`config.mk`:
```
export PLATFORM = sky130hd
export DESIGN_NAME = dmem_arbiter_flat
export DESIGN_NICKNAME = d
export VERILOG_FILES = /design/src/rtl/dmem_arbiter_pkg.sv /design/src/rtl/dmem_arbiter_if.sv /design/src/rtl/dmem_arbiter_starve.sv /design/src/rtl/dmem_arbiter.sv /design/src/flat_wrapper.sv
export SDC_FILE = /design/constraint.sdc
export NUM_CORES = 1
export LEC_CHECK = 0
export ABC_AREA = 1
export BUFFER_PORTS_ARGS = -buffer_cell sky130_fd_sc_hd__buf_4
export CAP_MARGIN = 10
export CORE_AREA = 3 3 119 121
export DETAILED_ROUTE_END_ITERATION = 6
export DIE_AREA = 0 0 122 124
export GPL_ROUTABILITY_DRIVEN = 0
export HOLD_SLACK_MARGIN = 0.06
export SYNTH_ARGS = -nofsm -noshare
export SYNTH_HDL_FRONTEND = slang
export SYNTH_HIERARCHICAL = 1
export SYNTH_SLANG_ARGS = --single-unit
```
`constraint.sdc`:
```
create_clock -name clk -period 4.25 [get_ports clk]
set_input_delay 0.2125 -clock clk [delete_from_list [all_inputs] [get_ports clk]]
set_output_delay 0.2125 -clock clk [all_outputs]
set_load 0.05 [all_outputs]
```
`src/rtl/dmem_arbiter_pkg.sv`:
```
// Shared types and defaults for the data-memory arbiter: read-return owner
// encoding and the per-requester access record.
package dmem_arb_pkg;

  localparam int DEF_ADDR_W         = 32;
  localparam int DEF_DATA_W         = 32;
  localparam int DEF_BE_W           = DEF_DATA_W / 8;
  localparam int DEF_MAX_CORE_BURST = 4;

  typedef enum logic [1:0] {
    OWN_NONE = 2'd0,
    OWN_CORE = 2'd1,
    OWN_DBG  = 2'd2
  } arb_owner_t;

  typedef struct packed {
    logic                  we;
    logic [DEF_BE_W-1:0]   be;
    logic [DEF_ADDR_W-1:0] addr;
    logic [DEF_DATA_W-1:0] wdata;
  } mem_req_t;

endpackage

```
`src/rtl/dmem_arbiter_if.sv`:
```
// Bus bundle between the two requesters, the arbiter and the data memory.
// slave = arbiter view, master = requester/memory environment view.
interface dmem_arbiter_if #(
  parameter int ADDR_W = dmem_arb_pkg::DEF_ADDR_W,
  parameter int DATA_W = dmem_arb_pkg::DEF_DATA_W
);
  localparam int BE_W = DATA_W / 8;

  logic              core_req;
  logic              core_we;
  logic [BE_W-1:0]   core_be;
  logic [ADDR_W-1:0] core_addr;
  logic [DATA_W-1:0] core_wdata;
  logic [DATA_W-1:0] core_rdata;
  logic              core_rvalid;
  logic              mem_hold;

  logic              dbg_req;
  logic              dbg_we;
  logic [BE_W-1:0]   dbg_be;
  logic [ADDR_W-1:0] dbg_addr;
  logic [DATA_W-1:0] dbg_wdata;
  logic              dbg_gnt;
  logic [DATA_W-1:0] dbg_rdata;
  logic              dbg_rvalid;

  logic              mem_wea;
  logic              mem_rea;
  logic [BE_W-1:0]   mem_en;
  logic [ADDR_W-1:0] mem_addr;
  logic [DATA_W-1:0] mem_din;
  logic [DATA_W-1:0] mem_dout;

  modport slave (
    input  core_req, core_we, core_be, core_addr, core_wdata,
    output core_rdata, core_rvalid, mem_hold,
    input  dbg_req, dbg_we, dbg_be, dbg_addr, dbg_wdata,
    output dbg_gnt, dbg_rdata, dbg_rvalid,
    output mem_wea, mem_rea, mem_en, mem_addr, mem_din,
    input  mem_dout
  );

  modport master (
    output core_req, core_we, core_be, core_addr, core_wdata,
    input  core_rdata, core_rvalid, mem_hold,
    output dbg_req, dbg_we, dbg_be, dbg_addr, dbg_wdata,
    input  dbg_gnt, dbg_rdata, dbg_rvalid,
    input  mem_wea, mem_rea, mem_en, mem_addr, mem_din,
    output mem_dout
  );

endinterface

```
`src/rtl/dmem_arbiter_starve.sv`:
```
// Grant decision with a saturating starvation guard: the core keeps priority
// until the loader has watched MAX_CORE_BURST core grants go by.
module arb_starve_cnt
  import dmem_arb_pkg::*;
#(
  parameter int MAX_CORE_BURST = DEF_MAX_CORE_BURST
) (
  input  logic clk,
  input  logic rst_n,
  input  logic core_req,
  input  logic dbg_req,
  output logic core_win,
  output logic dbg_win
);

  localparam logic [3:0] MAX_CNT = 4'(MAX_CORE_BURST);

  logic [3:0] wait_cnt;

  always_comb begin
    dbg_win  = dbg_req && (!core_req || (wait_cnt == MAX_CNT));
    core_win = core_req && !dbg_win;
  end

  // Counts only while the loader is actually waiting; any loader grant or
  // withdrawn request restarts the burst window.
  always_ff @(posedge clk or negedge rst_n) begin
    if (!rst_n) begin
      wait_cnt <= '0;
    end else if (dbg_win || !dbg_req) begin
      wait_cnt <= '0;
    end else if (core_win && (wait_cnt < MAX_CNT)) begin
      wait_cnt <= wait_cnt + 4'd1;
    end
  end

endmodule

```
`src/rtl/dmem_arbiter.sv`:
```
// Two-requester arbiter for the single data-memory port: core priority with a
// loader starvation guard, plus 1-cycle read-data return routing.
module dmem_arbiter
  import dmem_arb_pkg::*;
#(
  parameter int ADDR_W         = DEF_ADDR_W,
  parameter int DATA_W         = DEF_DATA_W,
  parameter int MAX_CORE_BURST = DEF_MAX_CORE_BURST
) (
  input  logic           clk,
  input  logic           Rst,
  dmem_arbiter_if.slave  bus
);

  logic              core_win;
  logic              dbg_win;
  logic              any_win;
  mem_req_t          core_r;
  mem_req_t          dbg_r;
  mem_req_t          win_r;
  logic [ADDR_W-1:0] win_addr;
  logic [DATA_W-1:0] win_wdata;
  arb_owner_t        rd_owner;

  arb_starve_cnt #(
    .MAX_CORE_BURST (MAX_CORE_BURST)
  ) u_starve (
    .clk      (clk),
    .rst_n    (Rst),
    .core_req (bus.core_req),
    .dbg_req  (bus.dbg_req),
    .core_win (core_win),
    .dbg_win  (dbg_win)
  );

  assign any_win = core_win | dbg_win;

  // An idle port drives all-zero so the memory sees no stray lanes or address.
  always_comb begin
    core_r = '{we: bus.core_we, be: bus.core_be, addr: bus.core_addr, wdata: bus.core_wdata};
    dbg_r  = '{we: bus.dbg_we,  be: bus.dbg_be,  addr: bus.dbg_addr,  wdata: bus.dbg_wdata};
    win_r  = '0;
    if (dbg_win) begin
      win_r = dbg_r;
    end else if (core_win) begin
      win_r = core_r;
    end
  end

  assign win_addr  = win_r.addr;
  assign win_wdata = win_r.wdata;

  assign bus.mem_wea  = any_win & win_r.we;
  assign bus.mem_rea  = any_win & ~win_r.we;
  assign bus.mem_en   = win_r.be;
  assign bus.mem_addr = win_addr;
  assign bus.mem_din  = win_wdata;

  assign bus.mem_hold = bus.core_req & ~core_win;
  assign bus.dbg_gnt  = dbg_win;

  // Remembers who issued last cycle's read so the returning word is tagged.
  always_ff @(posedge clk or negedge Rst) begin
    if (!Rst) begin
      rd_owner <= OWN_NONE;
    end else if (any_win && !win_r.we) begin
      rd_owner <= dbg_win ? OWN_DBG : OWN_CORE;
    end else begin
      rd_owner <= OWN_NONE;
    end
  end

  assign bus.core_rvalid = (rd_owner == OWN_CORE);
  assign bus.dbg_rvalid  = (rd_owner == OWN_DBG);
  assign bus.core_rdata  = bus.mem_dout;
  assign bus.dbg_rdata   = bus.mem_dout;

endmodule
```
`src/flat_wrapper.sv`:
```
// flat-port wrapper written by rule: the top's interface ports become plain ports
module dmem_arbiter_flat import dmem_arb_pkg::*;
#(
  parameter int ADDR_W         = DEF_ADDR_W,
  parameter int DATA_W         = DEF_DATA_W,
  parameter int MAX_CORE_BURST = DEF_MAX_CORE_BURST
)
  (clk, Rst, bus_core_req, bus_core_we, bus_core_be, bus_core_addr, bus_core_wdata, bus_core_rdata, bus_core_rvalid, bus_mem_hold, bus_dbg_req, bus_dbg_we, bus_dbg_be, bus_dbg_addr, bus_dbg_wdata, bus_dbg_gnt, bus_dbg_rdata, bus_dbg_rvalid, bus_mem_wea, bus_mem_rea, bus_mem_en, bus_mem_addr, bus_mem_din, bus_mem_dout);
  dmem_arbiter_if #(.ADDR_W(ADDR_W), .DATA_W(DATA_W)) bus_i ();
  input  logic clk;
  input  logic Rst;
  input wire logic [$bits(bus_i.core_req)-1:0] bus_core_req;
  input wire logic [$bits(bus_i.core_we)-1:0] bus_core_we;
  input wire logic [$bits(bus_i.core_be)-1:0] bus_core_be;
  input wire logic [$bits(bus_i.core_addr)-1:0] bus_core_addr;
  input wire logic [$bits(bus_i.core_wdata)-1:0] bus_core_wdata;
  output wire logic [$bits(bus_i.core_rdata)-1:0] bus_core_rdata;
  output wire logic [$bits(bus_i.core_rvalid)-1:0] bus_core_rvalid;
  output wire logic [$bits(bus_i.mem_hold)-1:0] bus_mem_hold;
  input wire logic [$bits(bus_i.dbg_req)-1:0] bus_dbg_req;
  input wire logic [$bits(bus_i.dbg_we)-1:0] bus_dbg_we;
  input wire logic [$bits(bus_i.dbg_be)-1:0] bus_dbg_be;
  input wire logic [$bits(bus_i.dbg_addr)-1:0] bus_dbg_addr;
  input wire logic [$bits(bus_i.dbg_wdata)-1:0] bus_dbg_wdata;
  output wire logic [$bits(bus_i.dbg_gnt)-1:0] bus_dbg_gnt;
  output wire logic [$bits(bus_i.dbg_rdata)-1:0] bus_dbg_rdata;
  output wire logic [$bits(bus_i.dbg_rvalid)-1:0] bus_dbg_rvalid;
  output wire logic [$bits(bus_i.mem_wea)-1:0] bus_mem_wea;
  output wire logic [$bits(bus_i.mem_rea)-1:0] bus_mem_rea;
  output wire logic [$bits(bus_i.mem_en)-1:0] bus_mem_en;
  output wire logic [$bits(bus_i.mem_addr)-1:0] bus_mem_addr;
  output wire logic [$bits(bus_i.mem_din)-1:0] bus_mem_din;
  input wire logic [$bits(bus_i.mem_dout)-1:0] bus_mem_dout;
  assign bus_i.core_req = bus_core_req;
  assign bus_i.core_we = bus_core_we;
  assign bus_i.core_be = bus_core_be;
  assign bus_i.core_addr = bus_core_addr;
  assign bus_i.core_wdata = bus_core_wdata;
  assign bus_core_rdata = bus_i.core_rdata;
  assign bus_core_rvalid = bus_i.core_rvalid;
  assign bus_mem_hold = bus_i.mem_hold;
  assign bus_i.dbg_req = bus_dbg_req;
  assign bus_i.dbg_we = bus_dbg_we;
  assign bus_i.dbg_be = bus_dbg_be;
  assign bus_i.dbg_addr = bus_dbg_addr;
  assign bus_i.dbg_wdata = bus_dbg_wdata;
  assign bus_dbg_gnt = bus_i.dbg_gnt;
  assign bus_dbg_rdata = bus_i.dbg_rdata;
  assign bus_dbg_rvalid = bus_i.dbg_rvalid;
  assign bus_mem_wea = bus_i.mem_wea;
  assign bus_mem_rea = bus_i.mem_rea;
  assign bus_mem_en = bus_i.mem_en;
  assign bus_mem_addr = bus_i.mem_addr;
  assign bus_mem_din = bus_i.mem_din;
  assign bus_i.mem_dout = bus_mem_dout;
  dmem_arbiter #(.ADDR_W(ADDR_W), .DATA_W(DATA_W), .MAX_CORE_BURST(MAX_CORE_BURST)) u_core (.clk(clk), .Rst(Rst), .bus(bus_i));
endmodule
```
==> metrics.md <==
| Metric | Value |
|---|---|
| Cell Count Post-Placement | 649 |
| Die ar. | 0.0151 sq mm |
| Die Wd | 122 um |
| Fin nets | 655 |
| Startpoint types | flip-flop |
| H-tree lvl count | 1 |
| RSZ-0062 raised after global routing | false |
| Leading area contributor after synthesis | nand2_1 |
| Clk_lat worst skew | 230 ps |
| Worst reg2reg path depth | 8 |
| DRT antenna net count | 0 |
| Net Count, Synth | 518 |
| Floorplan row count | 42 |
| CTS tree | built |
| Syn-to-layout area delta | 70.3% |
| Final hold violations | 0 |
| Worst min path class | in2reg |
| Crit path kind | reg2out |
| Drt first pass iters | 4 |
| Pwr/cell area | 216 mW/mm^2 |
| R2R Path Start | u_core/u_starve/wait_cnt[0] |
| Worst flop-to-flop path endpoint | u_core/rd_owner[0] |
| TritonCTS Buffers | 3 |
| Final WS setup | 1760 ps |
| Crit share post-route | 58.5% |
| Average cell area after synthesis | 5.48 sq um |
| Area of the mapped netlist | 0.00187 sq mm |
| Register area | 150 sq um |
| Status | complete, no violations |
| Minimum clock period | 2490 ps |
| Total design power | 0.000690 W |
| Setup_tns | 0 ps |
| Yosys cell types | 16 |
| Final setup fails | 0 |
| Area share of the largest cell type after synthesis | 29.0% |
| Cells after Synth | 342 |
| All-layer global routing usage | 8.60% |
| Via-to-Cell Ratio | 3.90 |
| Max-slew violations | 0 |
| # Post-CTS Setup Buffers | 0 |
| Root Driver | clkbuf_16 |
| First-pass GRT wire length | 10800 um |
| Wire per inst | 11.7 um |
| Critical path endpoint | bus_mem_din[17] |
| CP Launch Point | u_core/u_starve/wait_cnt[0] |
| Max Cap Viol | 0 |
| Diode count | 0 |
| Crit path DAT | 2270 ps |
| Vias in the first global route | 2290 |
| Core area | 0.0132 sq mm |
| CP Capture Type | primary output |
| Top Ports | 312 |
| CP required | 4040 ps |
| Clock-pin slew on the worst setup and hold paths | 30 ps |
| R2r setup slk | 2380 ps |
| VDD IR max | 0.0000958 V |
| Detail Placement HPWL | 6010 um |
| WL final | 7640 um |
| Multi-input gate area | 0.00103 sq mm |
| Setup WS pre-CTS | 2030 ps |
| Die Span Y | 124 um |
| Initial antenna violation count | 0 |
| Crit path max fanout | 71 |
| Clk_skew | 0.248 ps |
| Clock Tree Buf Depth | 2 |
| Max-slew headroom | 45.4% |
| Clk sinks | 6 |
| Leakage Power | 1.92 nW |
| Global route overflow | 0 |
| HP Start | bus_core_we |
| DRC | 0 |
| Initial DRC Count | 89 |
| Yosys warning count | 6 |
| Max Freq | 0.402 GHz |
| Slew @ Worst Pin | 819 ps |
| Layout Cells excl Fill | 653 |
| Vias post-DR | 2549 |
| Synth top area cells | nand2_1, buf_4, nand3_1 |
| FILL cells | 1520 |
| Largest net degree at the start of global routing | 72 |
| Seq/Total Area, Yosys | 8.01% |
| Starting Density | 14.2% |
| #FFs+latches synth | 6 |
| Port Buffer Count | 215 |
| Share of cells above drive strength 1 | 48.2% |
==> power breakdown <==
part	internal (W)	switching, W
Clock	0.000121	0.0000297
Combinational	0.000179	0.000300
Sequential	0.0000593	0.00000112
==> worst max-delay path, cell delays in order (launching register included) <==
cell	delay, ps
dfrtp_1	360
inv_1	60
ha_1	220
nand2_1	60
inv_1	60
a31oi_4	110
buf_4	590
nand3_1	150
nand2_1	120
buf_4	200
==> registers in the layout, indices dropped and copies added, names as in the netlist <==
| signal | count |
|---|---|
| u_core/rd_owner | 2 |
| u_core/u_starve/wait_cnt | 4 |
==> cells in the final DEF, fill, tap and decap left out <==
cell type	count
nor2_2	1
nor2_1	9
buf_4	218
inv_2	2
nand3_2	3
inv_6	1
nand3_1	70
nand2_1	145
dfrtp_1	6
clkbuf_16	3
a21oi_1	1
dlygate4sd3_1	1
a31oi_4	1
ha_1	2
inv_1	13
a21boi_4	1
==> area by class of cell <==
| cell class | instances | area share [%] |
|---|---|---|
| Clock buffer | 3 | 2.35 |
| Inverter | 16 | 2.04 |
| Multi-Input combinational cell | 233 | 32.4 |
| Sequential cell | 6 | 4.70 |
| Tap cell | 176 | 6.90 |
| Timing Repair Buffer | 219 | 51.6 |
==> per-stage QoR <==
stage / cell area (sq um) / utilization [%] / hold WS (ps)
4_1_cts: 3190 / 24.2 / 239
3_3_place_gp: 3110 / 23.6 / 22.2
6_report: 3190 / 24.2 / 237
3_5_place_dp: 3110 / 23.6 / 22.7
2_1_floorplan: 1870 / - / -83.1
5_1_grt: 3190 / 24.2 / 264
==> cell usage after synthesis <==
master,count
inv_6,1
a21oi_1,1
dfrtp_1,6
nand3_2,3
a21boi_1,1
buf_4,66
inv_1,13
nand2_1,145
inv_2,2
a31oi_1,1
buf_2,13
nor2_2,1
nor2_1,9
buf_6,8
nand3_1,70
ha_1,2
==> layer usage <==
layer  vias up  global-route usage, %  wire length [um]
li1       1275                      -                 -
met1      1087                   9.78              2700
met2       153                   15.4              3870
met3        34                   1.68               843
met4         0                   4.27               231
met5         -                      0                 0
==> cell families (layout without fill, tap and decap cells) <==
logic type               Yosys count  count (layout)  share of synthesized area, %
adder cells (fa/ha/maj)            2               2                          1.33
AO/OA/AOI/OAI                      3               3                          1.00
buffers and inverters            103             238                          38.2
flip-flops                         6               6                          8.01
AND/OR/NAND/NOR                  228             228                          51.5
==> timing repair <==
action	CTS	global route
hold buffers	1	0
endpoints found under the hold margin	6	0
gates resized for setup	0	0
==> worst min path at each step <==
stage,endpoint,slack [ps],cells past startpoint
after floorplan,u_core/rd_owner[0],-80,0
after global placement,u_core/u_starve/wait_cnt[3],20,1
after detailed placement,u_core/rd_owner[0],20,1
after CTS,u_core/rd_owner[0],240,4
after global routing,u_core/rd_owner[1],260,4
final,u_core/rd_owner[0],240,4
No activity file was read; power rests on OpenSTA's default activity.
